===== config.mk =====
export PLATFORM = sky130hd
export DESIGN_NAME = if_id_stage_flat
export DESIGN_NICKNAME = d
export VERILOG_FILES = /design/src/rtl/if_id_stage_pkg.sv /design/src/rtl/if_id_stage_if.sv /design/src/rtl/if_id_stage_program_counter.sv /design/src/rtl/if_id_stage.sv /design/src/flat_wrapper.sv
export SDC_FILE = /design/constraint.sdc
export NUM_CORES = 1
export LEC_CHECK = 0
export ABC_AREA = 1
export CAP_MARGIN = 30
export CORE_MARGIN = 5
export CORE_UTILIZATION = 48
export DETAILED_ROUTE_END_ITERATION = 8
export PLACE_DENSITY = 0.84
export RECOVER_POWER = 100
export SYNTH_ARGS = -nofsm -noshare
export SYNTH_HDL_FRONTEND = slang
export SYNTH_SLANG_ARGS = --single-unit

===== constraint.sdc =====
create_clock -name Clk -period 4.44 [get_ports Clk]
set_input_delay 0.444 -clock Clk [delete_from_list [all_inputs] [get_ports Clk]]
set_output_delay 0.444 -clock Clk [all_outputs]
set_load 0.005 [all_outputs]

===== src/rtl/if_id_stage_pkg.sv =====
`default_nettype none
// ============================================================================
// Module      : if_id_stage_pkg
// Description : Shared fetch-stage types, FSM encodings and constants.
// Revision    : 1.0 - initial release
// ============================================================================
package if_id_stage_pkg;

    localparam int unsigned WORD_W  = 32;
    localparam logic [WORD_W-1:0] NOP_ENC = 32'h0000_0000;

    typedef enum logic [1:0] {
        ST_BOOT = 2'd0,
        ST_RUN  = 2'd1,
        ST_HOLD = 2'd2
    } state_e;

    function automatic logic [15:0] sat_inc16(input logic [15:0] v);
        return (v == 16'hFFFF) ? v : v + 16'd1;
    endfunction

endpackage
`default_nettype wire


===== src/rtl/if_id_stage_if.sv =====
`default_nettype none
// ============================================================================
// Module      : if_id_stage_if
// Description : Control, instruction-memory and IF/ID bundle of the fetch stage.
// Revision    : 1.0 - initial release
// ============================================================================
interface if_id_stage_if;
    import if_id_stage_pkg::*;

    logic              Stall;
    logic              Redirect;
    logic [WORD_W-1:0] RedirectTarget;
    logic [WORD_W-1:0] IMemData;
    logic [WORD_W-1:0] IMemAddr;
    logic [WORD_W-1:0] IDU_Instruction;
    logic [WORD_W-1:0] IDU_PCPlus4;
    logic              IDU_Valid;
    logic [15:0]       StallCycles;
    logic [15:0]       FlushCount;

    modport master (
        output Stall, Redirect, RedirectTarget, IMemData,
        input  IMemAddr, IDU_Instruction, IDU_PCPlus4, IDU_Valid,
               StallCycles, FlushCount
    );

    modport slave (
        input  Stall, Redirect, RedirectTarget, IMemData,
        output IMemAddr, IDU_Instruction, IDU_PCPlus4, IDU_Valid,
               StallCycles, FlushCount
    );
endinterface
`default_nettype wire


===== src/rtl/if_id_stage_program_counter.sv =====
`default_nettype none
// ============================================================================
// Module      : program_counter
// Description : Fetch PC register with +4 incrementer, hold and word-aligned load.
// Revision    : 1.0 - initial release
// ============================================================================
module program_counter
    import if_id_stage_pkg::*;
#(
    parameter logic [WORD_W-1:0] RESET_PC = 32'h0000_0000
) (
    input  wire logic              clk,
    input  wire logic              rst,
    input  wire logic              hold,
    input  wire logic              load,
    input  wire logic [WORD_W-1:0] target,
    output logic      [WORD_W-1:0] pc,
    output logic      [WORD_W-1:0] pc_plus4
);

    logic [WORD_W-1:0] pc_q;
    logic [WORD_W-1:0] pc_d;

    // Incrementer wraps naturally modulo 2^32.
    assign pc_plus4 = pc_q + 32'd4;
    assign pc       = pc_q;

    always_comb begin
        pc_d = pc_plus4;
        if (load) begin
            pc_d = target & ~32'h0000_0003;
        end else if (hold) begin
            pc_d = pc_q;
        end
    end

    always_ff @(posedge clk or posedge rst) begin
        if (rst) begin
            pc_q <= RESET_PC;
        end else begin
            pc_q <= pc_d;
        end
    end

endmodule
`default_nettype wire


===== src/rtl/if_id_stage.sv =====
`default_nettype none
// ============================================================================
// Module      : if_id_stage
// Description : Instruction fetch and IF/ID pipeline register with stall/redirect.
// Revision    : 1.0 - initial release
// ============================================================================
module if_id_stage
    import if_id_stage_pkg::*;
#(
    parameter logic [WORD_W-1:0] RESET_PC  = 32'h0000_0000,
    parameter logic [WORD_W-1:0] NOP_INSTR = NOP_ENC
) (
    input  wire logic     Clk,
    input  wire logic     Reset,
    if_id_stage_if.slave  bus
);

    state_e            state_q, state_d;
    logic [WORD_W-1:0] instr_q, instr_d;
    logic [WORD_W-1:0] pcp4_q, pcp4_d;
    logic              valid_q, valid_d;
    logic [15:0]       stall_cnt_q, stall_cnt_d;
    logic [15:0]       flush_cnt_q, flush_cnt_d;

    logic              pc_hold;
    logic              pc_load;
    logic [WORD_W-1:0] pc;
    logic [WORD_W-1:0] pc_plus4;

    program_counter #(
        .RESET_PC (RESET_PC)
    ) u_pc (
        .clk      (Clk),
        .rst      (Reset),
        .hold     (pc_hold),
        .load     (pc_load),
        .target   (bus.RedirectTarget),
        .pc       (pc),
        .pc_plus4 (pc_plus4)
    );

    always_comb begin
        state_d     = state_q;
        instr_d     = instr_q;
        pcp4_d      = pcp4_q;
        valid_d     = valid_q;
        stall_cnt_d = stall_cnt_q;
        flush_cnt_d = flush_cnt_q;
        pc_hold     = 1'b0;
        pc_load     = 1'b0;

        case (state_q)
            ST_BOOT, ST_RUN, ST_HOLD: begin
                if (bus.Redirect) begin
                    // Redirect wins over Stall and squashes the fetch in flight.
                    pc_load     = 1'b1;
                    instr_d     = NOP_INSTR;
                    pcp4_d      = '0;
                    valid_d     = 1'b0;
                    flush_cnt_d = sat_inc16(flush_cnt_q);
                    state_d     = ST_RUN;
                end else if (bus.Stall && (state_q != ST_BOOT)) begin
                    pc_hold     = 1'b1;
                    stall_cnt_d = sat_inc16(stall_cnt_q);
                    state_d     = ST_HOLD;
                end else begin
                    instr_d     = bus.IMemData;
                    pcp4_d      = pc_plus4;
                    valid_d     = 1'b1;
                    state_d     = ST_RUN;
                end
            end
            default: begin
                state_d = ST_BOOT;
            end
        endcase
    end

    always_ff @(posedge Clk or posedge Reset) begin
        if (Reset) begin
            state_q     <= ST_BOOT;
            instr_q     <= NOP_INSTR;
            pcp4_q      <= '0;
            valid_q     <= 1'b0;
            stall_cnt_q <= '0;
            flush_cnt_q <= '0;
        end else begin
            state_q     <= state_d;
            instr_q     <= instr_d;
            pcp4_q      <= pcp4_d;
            valid_q     <= valid_d;
            stall_cnt_q <= stall_cnt_d;
            flush_cnt_q <= flush_cnt_d;
        end
    end

    assign bus.IMemAddr        = pc;
    assign bus.IDU_Instruction = instr_q;
    assign bus.IDU_PCPlus4     = pcp4_q;
    assign bus.IDU_Valid       = valid_q;
    assign bus.StallCycles     = stall_cnt_q;
    assign bus.FlushCount      = flush_cnt_q;

endmodule
`default_nettype wire


===== src/flat_wrapper.sv =====
// flat-port wrapper written by rule: the top's interface ports become plain ports
module if_id_stage_flat import if_id_stage_pkg::*;
#(
    parameter logic [WORD_W-1:0] RESET_PC  = 32'h0000_0000,
    parameter logic [WORD_W-1:0] NOP_INSTR = NOP_ENC
)
  (Clk, Reset, bus_Stall, bus_Redirect, bus_RedirectTarget, bus_IMemData, bus_IMemAddr, bus_IDU_Instruction, bus_IDU_PCPlus4, bus_IDU_Valid, bus_StallCycles, bus_FlushCount);
  if_id_stage_if bus_i ();
  input  wire logic Clk;
  input  wire logic Reset;
  input wire logic [$bits(bus_i.Stall)-1:0] bus_Stall;
  input wire logic [$bits(bus_i.Redirect)-1:0] bus_Redirect;
  input wire logic [$bits(bus_i.RedirectTarget)-1:0] bus_RedirectTarget;
  input wire logic [$bits(bus_i.IMemData)-1:0] bus_IMemData;
  output wire logic [$bits(bus_i.IMemAddr)-1:0] bus_IMemAddr;
  output wire logic [$bits(bus_i.IDU_Instruction)-1:0] bus_IDU_Instruction;
  output wire logic [$bits(bus_i.IDU_PCPlus4)-1:0] bus_IDU_PCPlus4;
  output wire logic [$bits(bus_i.IDU_Valid)-1:0] bus_IDU_Valid;
  output wire logic [$bits(bus_i.StallCycles)-1:0] bus_StallCycles;
  output wire logic [$bits(bus_i.FlushCount)-1:0] bus_FlushCount;
  assign bus_i.Stall = bus_Stall;
  assign bus_i.Redirect = bus_Redirect;
  assign bus_i.RedirectTarget = bus_RedirectTarget;
  assign bus_i.IMemData = bus_IMemData;
  assign bus_IMemAddr = bus_i.IMemAddr;
  assign bus_IDU_Instruction = bus_i.IDU_Instruction;
  assign bus_IDU_PCPlus4 = bus_i.IDU_PCPlus4;
  assign bus_IDU_Valid = bus_i.IDU_Valid;
  assign bus_StallCycles = bus_i.StallCycles;
  assign bus_FlushCount = bus_i.FlushCount;
  if_id_stage #(.RESET_PC(RESET_PC), .NOP_INSTR(NOP_INSTR)) u_core (.Clk(Clk), .Reset(Reset), .bus(bus_i));
endmodule

Word-level counts from Yosys, hierarchy flattened
Index checks and enable logic that the tools add are counted.

word-level totals
  bits of input ports = 68
  word-level logic and storage cells = 42
  output and inout bits = 129
  flip-flop bits (word level) = 131

operators by class
  $add $sub $neg = 3
  reductions and logical operators = 7
  eq/ne operators = 6
  bitwise logic cells = 3
  multiplexer cells = 16

operator list
  operator                 count
  $mux W32                 6
  $add A16 B1 Y16 const B  2
  $add A32 B3 Y32 const B  1
  $eq A16 B16 Y1 const B   2
  $mux W1                  7
  $mux W2                  3
  $ne A2 B2 Y1 const B     2
  $reduce_and A4 Y1        1
  $not A1 Y1               3
  $reduce_and A3 Y1        1
  $reduce_or A3 Y1         1
  $eq A2 B1 Y1 const B     1
  $eq A2 B2 Y1 const B     1
  $logic_not A2 Y1         1
  $reduce_and A2 Y1        1
  $reduce_bool A2 Y1       1
  $logic_and A1 B1 Y1      1

Longest topological paths before layout
Gate-level depths: netlist of the first run.

  depth in word-level cells = 7
  mapped depth = 11
  depth with buffers taken out = 10

Cells and area by module
Synthesis of the first run repeated with hierarchy kept, for this count alone.

second synthesis, totals
  cell total of the unflattened synthesis = 960
  area, all modules = 7111.8 µm²

by module, submodules not included
  module           cells each  instances  area an instance (µm²)  seq. area each (µm²)
  if_id_stage      593         1          4687.0                  2477.4
  program_counter  367         1          2424.8                  750.7

Worst setup path after synthesis of the first run
OpenSTA, ideal clock, no wires.

  path kind = flip-flop to flip-flop
  start = register u_core.flush_cnt_q[0], in the netlist u_core.bus.FlushCount[0]
  end = register u_core.flush_cnt_q[13], in the netlist u_core.bus.FlushCount[13]
  cell stages (with the launch flop) = 12
  period minus slack after synthesis = 1.609 ns
  data required time = 4.324 ns
  arrival time = 1.493 ns
  setup time = 0.116 ns
  setup slack = 2.831 ns
  path buffers = 1
  cell sequence = dfrtp_1 > ha_1 > nand3_2 > nor2_2 > nand2_1 > nor2_2 > nand2_2 > nand2_2 > inv_2 > buf_6 > nand2_1 > nand2_1

between the ends
  word-level cells in the longest chain between the ends = 3
  elaborated cells on any way between the ends = 4
  those cells by class = add/sub (1); eq/ne (1); bitwise (1); reduce/logical (1)

ends and longest elaborated chain
  what                                                                     line               RTL
  from (decl)                                                              if_id_stage.sv:23  logic [15:0] flush_cnt_q, flush_cnt_d;
  from (signal assigned)                                                   if_id_stage.sv:93  flush_cnt_q <= flush_cnt_d;
  parallel branches: the longest is 3 deep, another holds $add A16 B1 Y16  -

Parallel ways; which one is timed is not known.
A chain may end at the register's enable or synchronous reset.

Worst setup path in the final report of the first run
  start = input bus_Stall
  end = register u_core.u_pc.pc_q[18], in the netlist u_core.u_pc.pc[18]

between the ends
  word-level cells in the longest chain between the ends = 5

ends and longest elaborated chain
  what                           line                               RTL
  from (decl)                    flat_wrapper.sv:11                 input wire logic [$bits(bus_i.Stall)-1:0] bus_Stall;
  $logic_and A1 B1 Y1            if_id_stage.sv:62                  end else if (bus.Stall && (state_q != ST_BOOT)) begin
  $mux W1                        if_id_stage.sv:62
  $mux W1                        if_id_stage.sv:54                  if (bus.Redirect) begin
  $mux W1                        if_id_stage.sv:52                  case (state_q)
  $ne A2 B2 Y1 (no source line)  -
  to (signal assigned)           if_id_stage_program_counter.sv:41  pc_q <= pc_d;
  to (decl)                      if_id_stage_program_counter.sv:21  logic [WORD_W-1:0] pc_q;

No other way between the ends.

==> summary.txt, run 1 <==
Synth
  – Syn_area_per_cell: 7.259 µm²
  – Ys Warns: 0
  – Synth cell types: 35
  – Cell area after synthesis: between 6000 and 7000 µm²
  – Yosys top cell area share: 0.4760
  – Number of synthesized flops with an enable pin: 0
  – Synth Flop Type: dfrtp_1
  – Sequential area share after synthesis: 0.4760
  – Most frequent cell after synthesis: nand2_1
  – Top post-synthesis cells by area: dfrtp_1 48%, nand2_1 25%, inv_1 4.2%, o21ai_0 3.9%, nor2_1 3.6%
  – Yosys reg bits: roughly 130
  – Most common library cells after synthesis: 442 x nand2_1, 128 x dfrtp_1, 75 x inv_1, 64 x nor2_1, 53 x o21ai_0
  – Cell taking the most area after synthesis: dfrtp_1
  – Cells after Synth: ~930
  – Post-synth ARST share: 1.000

Min path
  – Hold WC Path Type: reg -> reg

Layout
  – Net count, final: ~1,200
  – FILL cells: 1,145
  – Area occupied by multi-input gates: between 2000 and 3000 µm²
  – Share of post-route cells with drive strength above 1: 0.03986
  – Ant. Diodes: 0
  – Register area: ~3200 µm²
  – Post-Layout Inst Area: just over 9000 µm²
  – Non-Filler Instances: 1,309
  – Layout area overhead: 38.64%

Timing
  – Final Hold Fails: 0
  – Post-route minimum period: 2.556 ns
  – TNS Setup: 0 ns
  – Rel. slew slack: -0.4725
  – Final setup violation count: 0
  – RSZ-0062 raised after global routing: no
  – Fin crit share: 0.5757
  – Max-slew violation count: 49
  – Slew at the pin closest to its max-slew limit: 2.197 ns
  – Fin Clk Skew: 0.008572 ns
  – Max Clk Rate: 391.2 MHz

CTS
  – Clk sinks: 128
  – Post-cts resize count: 0
  – Clock Latency Late Sink: 0.42 ns
  – CTS Hold Bufs: 0
  – Clock Tree Buf Depth: 2
  – CTS tree: done
  – Clock Tree Root: clkbuf_16
  – Clock slew seen by the registers of the worst setup and hold paths: 0.05 ns
  – CTS H-tree depth: 4
  – CTS Buf Count: 17
  – Post-CTS setup buffers: 0

Power and ir drop
  – Pwr dens: between 400 and 500 nW/µm²
  – Leakage Power: 4.721 nW
  – Worst vdd ir: 0.2451 mV

Detailed routing
  – Vias per inst: between 5 and 6
  – Vias: between 6,000 and 7,000
  – Number of DRC markers in iteration 0: 471
  – DRC viols: 0
  – Per-cell routed wire length: 14.65 µm
  – Routed Antenna Nets: 0
  – WL final: approximately 19,000 µm
  – Drt pass-1 iters: 6

GRT
  – Remaining global-route overflow: 0
  – Pin count of the biggest net entering global routing: a little under 50
  – Total track usage: 0.2420
  – Number of global-route vias before repair: 6,421
  – First-pass GRT wire length: about 32,000 µm
  – Antenna violations before repair: 0

Setup path
  – Setup crit end kind: register
  – Worst Path Required: around 4.8 ns
  – Flop2flop setup slack: 2.00 ns
  – Setup crit start kind: input pin
  – Critical Path AT: around 2.9 ns
  – Crit path max fanout: 31
  – Kind of critical path: in -> reg

Die
  – Row count: 43
  – Core footprint: about 14,000 µm²
  – Die W: 128.4 µm
  – DIE AREA: 16,490 µm²
  – I/O pins: between 150 and 200
  – Initial Util: 0.4867
  – Die height: around 130 µm

Place
  – Dpl hpwl: approximately 14,000 µm
  – Placed instance area: 8795 µm²
  – Cell count after placement: 1,277
  – Port buffer count: around 190
  – GP Congestion: around 0.94

Outcome
  – Failing checks: max-capacitance violations, max-slew violations
  – Status: complete, but fails checks

Run
  – MaxCap Viol Count: 1
critical path, stage by stage:
cell           delay [ns]
dlygate4sd3_1        0.54
o21ai_0              0.07
nor2_1               0.07
nand2_1              0.25
clkbuf_1             0.97
o21ai_0              0.27
inv_1                0.12
nand2_1              0.06
o21ai_0              0.06
layout make-up:
| type | instances | share of cell area |
|---|---|---|
| Clock buffer | 20 | 0.04788 |
| Clock inverter | 12 | 0.01703 |
| Inverter | 80 | 0.03232 |
| Multi-Input combinational cell | 689 | 0.3214 |
| Sequential cell | 128 | 0.3433 |
| Tap cell | 180 | 0.02414 |
| Timing Repair Buffer | 200 | 0.2139 |
sequential cells by signal (all words and copies together) (netlist names):
signal                      flops
u_core.u_pc.pc                 30
u_core.bus.StallCycles         16
u_core.bus.FlushCount          16
u_core.bus.IDU_Instruction     32
u_core.state_q                  2
u_core.bus.IDU_Valid            1
u_core.bus.IDU_PCPlus4         31
kinds of logic after synthesis:
kind of cell	synth area share
DFF	0.4760
adders and majority gates	0.005579
xor gates and xnor gates	0.03775
buffers and inverters	0.07029
other	0.0005573
and+or+nand+nor	0.3566
AOI/OAI and AO/OA	0.05318
per-stage QoR:
step	hold WS [ns]	worst slack, ns	utilization	power [W]
finish	0.4694	1.884	0.6747	0.003959
global route	0.4893	1.543	0.6747	0.004193
CTS	0.4797	2.445	0.6798	0.004089
detailed placement	0.4643	2.007	0.6361	0.002652
global placement	0.4542	1.842	0.6332	0.002613
floorplan	0.4654	0.5834	-	0.002040
where the power goes:
part / internal [W] / total, W / leakage [nW] / switching (W)
clock: 0.000901 / 0.00142 / 0.291 / 0.000524
sequential: 0.00136 / 0.00156 / 1.63 / 0.000199
combinational: 0.000482 / 0.000976 / 2.80 / 0.000494
placed cells by master (no fill, tap or decap), types with 2 or more instances in the layout:
| cell type | n |
|---|---|
| nand2_1 | 444 |
| dlygate4sd3_1 | 129 |
| dfrtp_1 | 128 |
| inv_1 | 77 |
| nor2_1 | 69 |
| clkdlybuf4s50_1 | 63 |
| o21ai_0 | 59 |
| nand3_1 | 45 |
| xor2_1 | 18 |
| clkbuf_16 | 17 |
| xnor2_1 | 11 |
| nand4_1 | 9 |
| nor3_1 | 7 |
| clkbuf_1 | 5 |
| nand2_2 | 4 |
| and2_1 | 3 |
| o22ai_1 | 3 |
| ha_1 | 3 |
| bufinv_16 | 3 |
| clkinv_4 | 3 |
| buf_4 | 3 |
| nor2_2 | 2 |
| clkinv_1 | 2 |
| a31oi_1 | 2 |
| o211ai_1 | 2 |
| conb_1 | 2 |
| inv_6 | 2 |
| clkinvlp_4 | 2 |
| clkinv_2 | 2 |
| buf_12 | 2 |
worst paths after layout:
check | startpoint | end | cells after the start
setup / recovery | bus_Stall | u_core.u_pc.pc[18]$_DFFE_PP0P_ | 9
hold / removal | u_core.bus.IDU_Instruction[18]$_DFFE_PP0P_ | u_core.bus.IDU_Instruction[18]$_DFFE_PP0P_ | 2
setup reg to reg | u_core.state_q[1]$_DFF_PP0_ | u_core.u_pc.pc[18]$_DFFE_PP0P_ | 8
hold reg to reg | u_core.bus.IDU_Instruction[18]$_DFFE_PP0P_ | u_core.bus.IDU_Instruction[18]$_DFFE_PP0P_ | 2
max in group asynchronous | Reset | u_core.bus.IDU_Instruction[18]$_DFFE_PP0P_ | 3
min in group asynchronous | Reset | u_core.bus.StallCycles[4]$_DFFE_PP0P_ | 2
routing by layer:
metal / global-route usage / wire (µm) / share of wire
met1: 0.3219 / 8210 / 0.43
met2: 0.3868 / 9068 / 0.47
met3: 0.06102 / 1430 / 0.075
met4: 0.08489 / 462 / 0.024
met5: 0 / 0 / 0
Power figures use the tool's default switching activity.
==> run 2, diff against run 1 <==
CORE_UTILIZATION = 43   (was 48)
PLACE_DENSITY = 0.8   (was 0.84)
clock period = 2.2 ns   (was 4.44 ns; I/O delays follow)
==> run 2 against run 1 <==
Against the previous run:
- the run now ends clean
- first-iteration DRC count fell by 21%
- sequential cell count stayed put
- sequential power grew 100%
- final cell count up 2.9%
- count of clock-buffer cells in the layout shrank 1
- total power increased by 100%
- combinational power increased by 110%
- routed wire length grew 1.7%
- critical path type is now reg -> reg
- critical endpoint is now u_core.bus.FlushCount[11]$_DFFE_PP0P_
- largest cell class unchanged
- largest power group unchanged
- highest routed layer unchanged
==> summary.txt, run 2 (synthesis results as in run 1) <==
Outcome
  – Status: finished clean

Timing
  – Rel. slew slack: 0.3268
  – Fin worst setup slack: ~0.19 ns
  – TNS Setup: 0 ns
  – RSZ-0062 raised after global routing: no
  – Final setup violation count: 0
  – Fin crit share: 0.9140
  – Max Clk Rate: 497.3 MHz
  – Post-route minimum period: around 2.0 ns
  – Fin Clk Skew: 0.006802 ns
  – Slew at the pin closest to its max-slew limit: 1.010 ns
  – Final Hold Fails: 0
  – Max-slew violation count: 0

GRT
  – Antenna violations before repair: 0
  – Number of global-route vias before repair: 6,440
  – Remaining global-route overflow: 0
  – First-pass GRT wire length: between 30,000 and 40,000 µm
  – Total track usage: 0.2183
  – Pin count of the biggest net entering global routing: 47

Detailed routing
  – M1 wire length: 8354 µm
  – Met3 wire len: approximately 1400 µm
  – DR top layer: met4
  – Routed Antenna Nets: 0
  – Vias per inst: a little under 5
  – Metal2 WL: ~9400 µm
  – WL final: between 15,000 and 20,000 µm
  – DRC viols: 0
  – Number of DRC markers in iteration 0: 371
  – Vias: 6,532
  – Drt pass-1 iters: 6
  – Per-cell routed wire length: approximately 14 µm

Setup path
  – Crit path max fanout: 15
  – Worst Path Required: around 2.5 ns
  – R2R depth: 10
  – Critical Path AT: ~2.3 ns
  – Kind of critical path: reg -> reg
  – Flop2flop setup slack: 0.19 ns
  – Setup crit end kind: register
  – Setup crit start kind: register
  – Reg2reg start: u_core.bus.FlushCount[0]$_DFFE_PP0P_
  – Reg-to-Reg End: u_core.bus.FlushCount[11]$_DFFE_PP0P_

CTS
  – CTS Buf Count: 17
  – Clock slew seen by the registers of the worst setup and hold paths: roughly 0.06 ns
  – Clk sinks: roughly 130
  – Clock Latency Late Sink: roughly 0.42 ns
  – Post-CTS setup buffers: 0
  – Clock Tree Buf Depth: 2
  – CTS H-tree depth: 4
  – Clock Tree Root: clkbuf_16
  – CTS tree: done

Power and ir drop
  – Pwr dens: about 860 nW/µm²
  – Leakage Power: ~4.8 nW
  – Worst vdd ir: ~0.5 mV

Min path
  – Hold Path End: u_core.bus.IDU_Instruction[31]$_DFFE_PP0P_
  – Hold Crit Depth: 3
  – Hold path start: bus_IMemData[31]
  – Hold WC Path Type: in -> reg

Run
  – MaxCap Viol Count: 0

Die
  – Core footprint: around 15,000 µm²
  – Die W: 135.1 µm
  – DIE AREA: around 18,000 µm²
  – I/O pins: roughly 200
  – Die height: around 140 µm
  – Row count: 45
  – Initial Util: 0.4410

Layout
  – Most frequent cells in the layout: 445 x nand2_1, 128 x dlygate4sd3_1, 128 x dfrtp_1
  – Share of post-route cells with drive strength above 1: 0.05634
  – Max reg flops: 32
  – Most common cell after layout, fill and taps aside: nand2_1
  – Net count, final: between 1,000 and 1,500
  – Ant. Diodes: 0
  – Layout area overhead: 40.37%

Place
  – Pre-CTS WS: approximately 0.028 ns
  – GP Congestion: between 0.9 and 1
  – Dpl hpwl: 14,340 µm
  – Port buffer count: 192
==> run 2: cell count changes in the layout (fill, tap and decap cells not counted), moves of 3 or more <==
cell      before  now
nor2_1        69   66
o21ai_2        0    3
clkbuf_1       5    1
clkbuf_2       0    6
buf_4          3    6
nor2_2         2    5
o21ai_0       59   56
==> run 2: worst max-delay path: stages (launching register included) <==
cell and delay, ns:
dfrtp_1 0.40, ha_1 0.21, nand3_2 0.12, nor2_2 0.20
nand2_1 0.11, nor2_2 0.11, nand2_1 0.10, nand2_2 0.24
inv_2 0.20, nand2_1 0.12, o21ai_2 0.06
==> run 2: metal layers <==
| metal | track usage | up-vias |
|---|---|---|
| met1 | 0.2795 | 2993 |
| li1 | - | 3263 |
| met4 | 0.06103 | 0 |
| met3 | 0.05030 | 24 |
| met5 | 0 | - |
| met2 | 0.3714 | 252 |
==> run 2: worst max path at each step <==
stage	cells after the start	slack (ns)	start	endpoint
floorplan	1	0.40	Reset	u_core.bus.FlushCount[0]$_DFFE_PP0P_
global placement	7	0.12	bus_Stall	u_core.bus.StallCycles[11]$_DFFE_PP0P_
detailed placement	7	0.03	bus_Stall	u_core.bus.StallCycles[11]$_DFFE_PP0P_
CTS	8	0.18	u_core.bus.StallCycles[0]$_DFFE_PP0P_	u_core.bus.StallCycles[11]$_DFFE_PP0P_
global route	9	0.02	u_core.bus.StallCycles[0]$_DFFE_PP0P_	u_core.bus.StallCycles[11]$_DFFE_PP0P_
finish	10	0.19	u_core.bus.FlushCount[0]$_DFFE_PP0P_	u_core.bus.FlushCount[11]$_DFFE_PP0P_
==> run 2: through the flow <==
stage / hold slack (ns) / instances / instance area [µm²] / utilization / power [W]
after CTS: 0.1820 / 1347 / 9544 / 0.6255 / 0.008391
after floorplan: 0.3296 / 928 / 6736 / - / 0.004117
final: 0.3322 / 1347 / 9445 / 0.6190 / 0.008104
after global routing: 0.3352 / 1347 / 9445 / 0.6190 / 0.008591
after global placement: 0.4551 / 1315 / 8925 / 0.5849 / 0.005337
after detailed placement: 0.4578 / 1315 / 8925 / 0.5849 / 0.005394
==> run 2: where the power goes <==
part	leakage (nW)	switching [W]	internal (W)	total, W
logic	2.83	0.00102	0.000990	0.00201
registers	1.63	0.000406	0.00274	0.00315
clock network	0.293	0.00111	0.00184	0.00294
==> run 2: timing repair <==
action                                  CTS  global route
endpoints found under the setup margin    0             4
hold buffers                              0             0
resized for setup                         0             1
==> run 2: layout make-up <==
type                    count  area, µm²
clock buffers              19      442.9
clock inverters            13      176.4
fillers                  1363       5813
inverters                  80      301.5
multi-input cells         689       3028
flip-flops and latches    128       3203
well taps                 211      264.0
repair buffers            207       2029
==> run 3, diff against run 2 <==
GPL_TIMING_DRIVEN = 0   (was unset)
==> run 3 against run 2 <==
Against the previous run:
- final cell count grew 1.4%
- total power shrank 1.1%
- critical path depth is the same
- critical endpoint is now u_core.bus.StallCycles[9]$_DFFE_PP0P_
- combinational power is essentially flat
- fmax grew 0.94%
- largest cell class unchanged
- core utilization grew 0.53 points
- routed wire length grew 3.6%
- non-clock buffer count grew 19
- critical path type unchanged
- via count grew 1.3%
- setup slack gained 0.019 ns
- die area is the same
- sequential power is essentially flat
==> summary.txt, run 3 (synthesis results as in run 1) <==
Setup path
  – Crit-path max cell delay: about 0.44 ns
  – Critical Path AT: approximately 2.4 ns
  – Setup crit start kind: register
  – Worst Path Required: around 2.6 ns
  – Crit path cell chain: ha_1, nand3_2, nor2_1, nand3_4, nor2_4, nand2_2, nand2_2, buf_8, nand2_1, nand2_1
  – Setup crit end kind: register
  – CP max stage cell: dfrtp_1
  – Flop2flop setup slack: 0.21 ns
  – Kind of critical path: reg -> reg
  – Crit path max fanout: 10

Timing
  – Fin crit share: 0.9056
  – Final Hold Fails: 0
  – Max-slew violation count: 0
  – Fin Clk Skew: ~0.0071 ns
  – Worst hold margin: 0.3167 ns
  – RSZ-0062 raised after global routing: no
  – Slew at the pin closest to its max-slew limit: 1.032 ns
  – Rel. slew slack: 0.3120
  – Max Clk Rate: about 500 MHz
  – Post-route minimum period: approximately 2 ns
  – Final setup violation count: 0

GRT
  – Number of global-route vias before repair: roughly 6,500
  – Antenna violations before repair: 0
  – Pin count of the biggest net entering global routing: slightly above 40
  – First-pass GRT wire length: ~33,000 µm
  – Remaining global-route overflow: 0
  – Total track usage: 0.2256

CTS
  – CTS tree: done
  – Clk sinks: between 100 and 150
  – Clock slew seen by the registers of the worst setup and hold paths: about 0.060 ns
  – Clock Tree Root: clkbuf_16
  – Clock Tree Buf Depth: 2
  – CTS Buf Count: 17
  – Clock Latency Late Sink: roughly 0.42 ns
  – CTS H-tree depth: 4
  – CTS Hold Bufs: 0

Power and ir drop
  – Gate power share: 0.254
  – Total power: 0.008016 W
  – Clock power frac: 0.353
  – Int Power: 0.005457 W
  – Switching pwr: 0.002559 W
  – Switching share of power: 0.3192
  – Pwr dens: between 800 and 900 nW/µm²
  – Leakage Power: about 4.8 nW
  – Seq pwr share: 0.393
  – Worst vdd ir: approximately 0.54 mV

Place
  – Dpl hpwl: ~15,000 µm
  – Port buffer count: ~190
  – Cell count after placement: between 1,000 and 1,500
  – GP Congestion: 0.9356
  – Placed instance area: 8982 µm²

Die
  – Die height: 135.1 µm
  – Die W: 135.1 µm
  – I/O pins: 197
  – Core footprint: around 15,000 µm²
  – Initial Util: 0.4410
  – DIE AREA: about 18,000 µm²
  – Row count: 45

Min path
  – Hold WC Path Type: in -> async

Layout
  – Final Util: 0.6244
  – Post-Layout Inst Area: roughly 9500 µm²
  – Net count, final: between 1,000 and 1,500
  – Most common cell after layout, fill and taps aside: nand2_1
  – Ant. Diodes: 0
  – Share of post-route cells with drive strength above 1: 0.05887
  – Layout area overhead: 41.58%
  – Non-Filler Instances: ~1,400
  – Max reg flops: 32
  – Most frequent cells in the layout: 443 x nand2_1, 128 x dlygate4sd3_1, 128 x dfrtp_1

Outcome
  – Status: finished clean

Detailed routing
  – WL final: slightly above 20,000 µm
  – Vias per inst: slightly below 5
  – Per-cell routed wire length: roughly 15 µm
  – Number of DRC markers in iteration 0: roughly 450
  – Vias: roughly 6,600
  – DRC viols: 0
  – Routed Antenna Nets: 0
  – Drt pass-1 iters: 5

Run
  – MaxCap Viol Count: 0
==> run 3: cell types whose count changed in the layout (fill, tap and decap cells not counted), sizes merged <==
| cell | delta |
|---|---|
| clkbuf | +15 |
| clkinv | +1 |
| inv | +1 |
| buf | +3 |
| bufinv | -1 |
==> run 3: path summary, 6_finish.rpt <==
path | to | cells after the start | startpoint
max | u_core.bus.StallCycles[9]$_DFFE_PP0P_ | 10 | u_core.bus.StallCycles[0]$_DFFE_PP0P_
min | u_core.bus.StallCycles[8]$_DFFE_PP0P_ | 2 | Reset
max reg2reg | u_core.bus.StallCycles[9]$_DFFE_PP0P_ | 10 | u_core.bus.StallCycles[0]$_DFFE_PP0P_
min reg2reg | u_core.bus.IDU_Instruction[15]$_DFFE_PP0P_ | 2 | u_core.bus.IDU_Instruction[15]$_DFFE_PP0P_
max in group asynchronous | u_core.bus.FlushCount[6]$_DFFE_PP0P_ | 4 | Reset
min in group Clk | u_core.bus.IDU_Instruction[25]$_DFFE_PP0P_ | 3 | bus_IMemData[25]
==> run 3: cell type report <==
class / count / area [µm²]
Inverter: 80 / 301.5
Clock inverter: 14 / 153.9
Clock buffer: 18 / 439.2
Fill cell: 1317 / 5732
Buffer: 31 / 166.4
Sequential cell: 128 / 3203
Tap cell: 211 / 264.0
Timing Repair Buffer: 195 / 1967
Multi-Input combinational cell: 689 / 3032
==> run 3: what timing repair did <==
item / 4_1_cts / 5_1_grt
endpoints found under the setup margin: 0 / 1
endpoints found under the hold margin: 0 / 0
gates resized for setup: 0 / 1
setup buffers: 0 / 0
==> run 3: worst max-delay path: cells and delay by family, from the launching register on <==
kind	cells	cell delay (ns)
buffers and inverters	1	0.17
adders and majority gates	1	0.24
and+or+nand+nor	8	1.06
DFF	1	0.44
==> run 3: layer usage <==
metal / track usage / vias to the layer above / routed length [µm]
met1: 0.2923 / 3049 / 8679
met2: 0.3756 / 236 / 9683
met4: 0.06607 / 0 / 326
met5: 0 / - / 0
li1: - / 3303 / -
met3: 0.05551 / 28 / 1509
==> run 3: power groups by stage <==
| stage | Sequential [W] | Clock (W) | Combinational [W] |
|---|---|---|---|
| 2_1_floorplan | 0.00316 | 0 | 0.000961 |
| 3_3_place_gp | 0.00318 | 0 | 0.00216 |
| 3_5_place_dp | 0.00320 | 0 | 0.00221 |
| 4_1_cts | 0.00316 | 0.00287 | 0.00223 |
| 5_1_grt | 0.00322 | 0.00299 | 0.00229 |
| 6_report | 0.00315 | 0.00283 | 0.00204 |
==> run 3: metrics by stage <==
stage / setup slack [ns] / setup TNS (ns)
6_report: 0.2077 / 0
2_1_floorplan: 0.3988 / 0
4_1_cts: 0.2298 / 0
3_3_place_gp: -0.8248 / -104.36
5_1_grt: 0.03975 / 0
3_5_place_dp: 0.1123 / 0
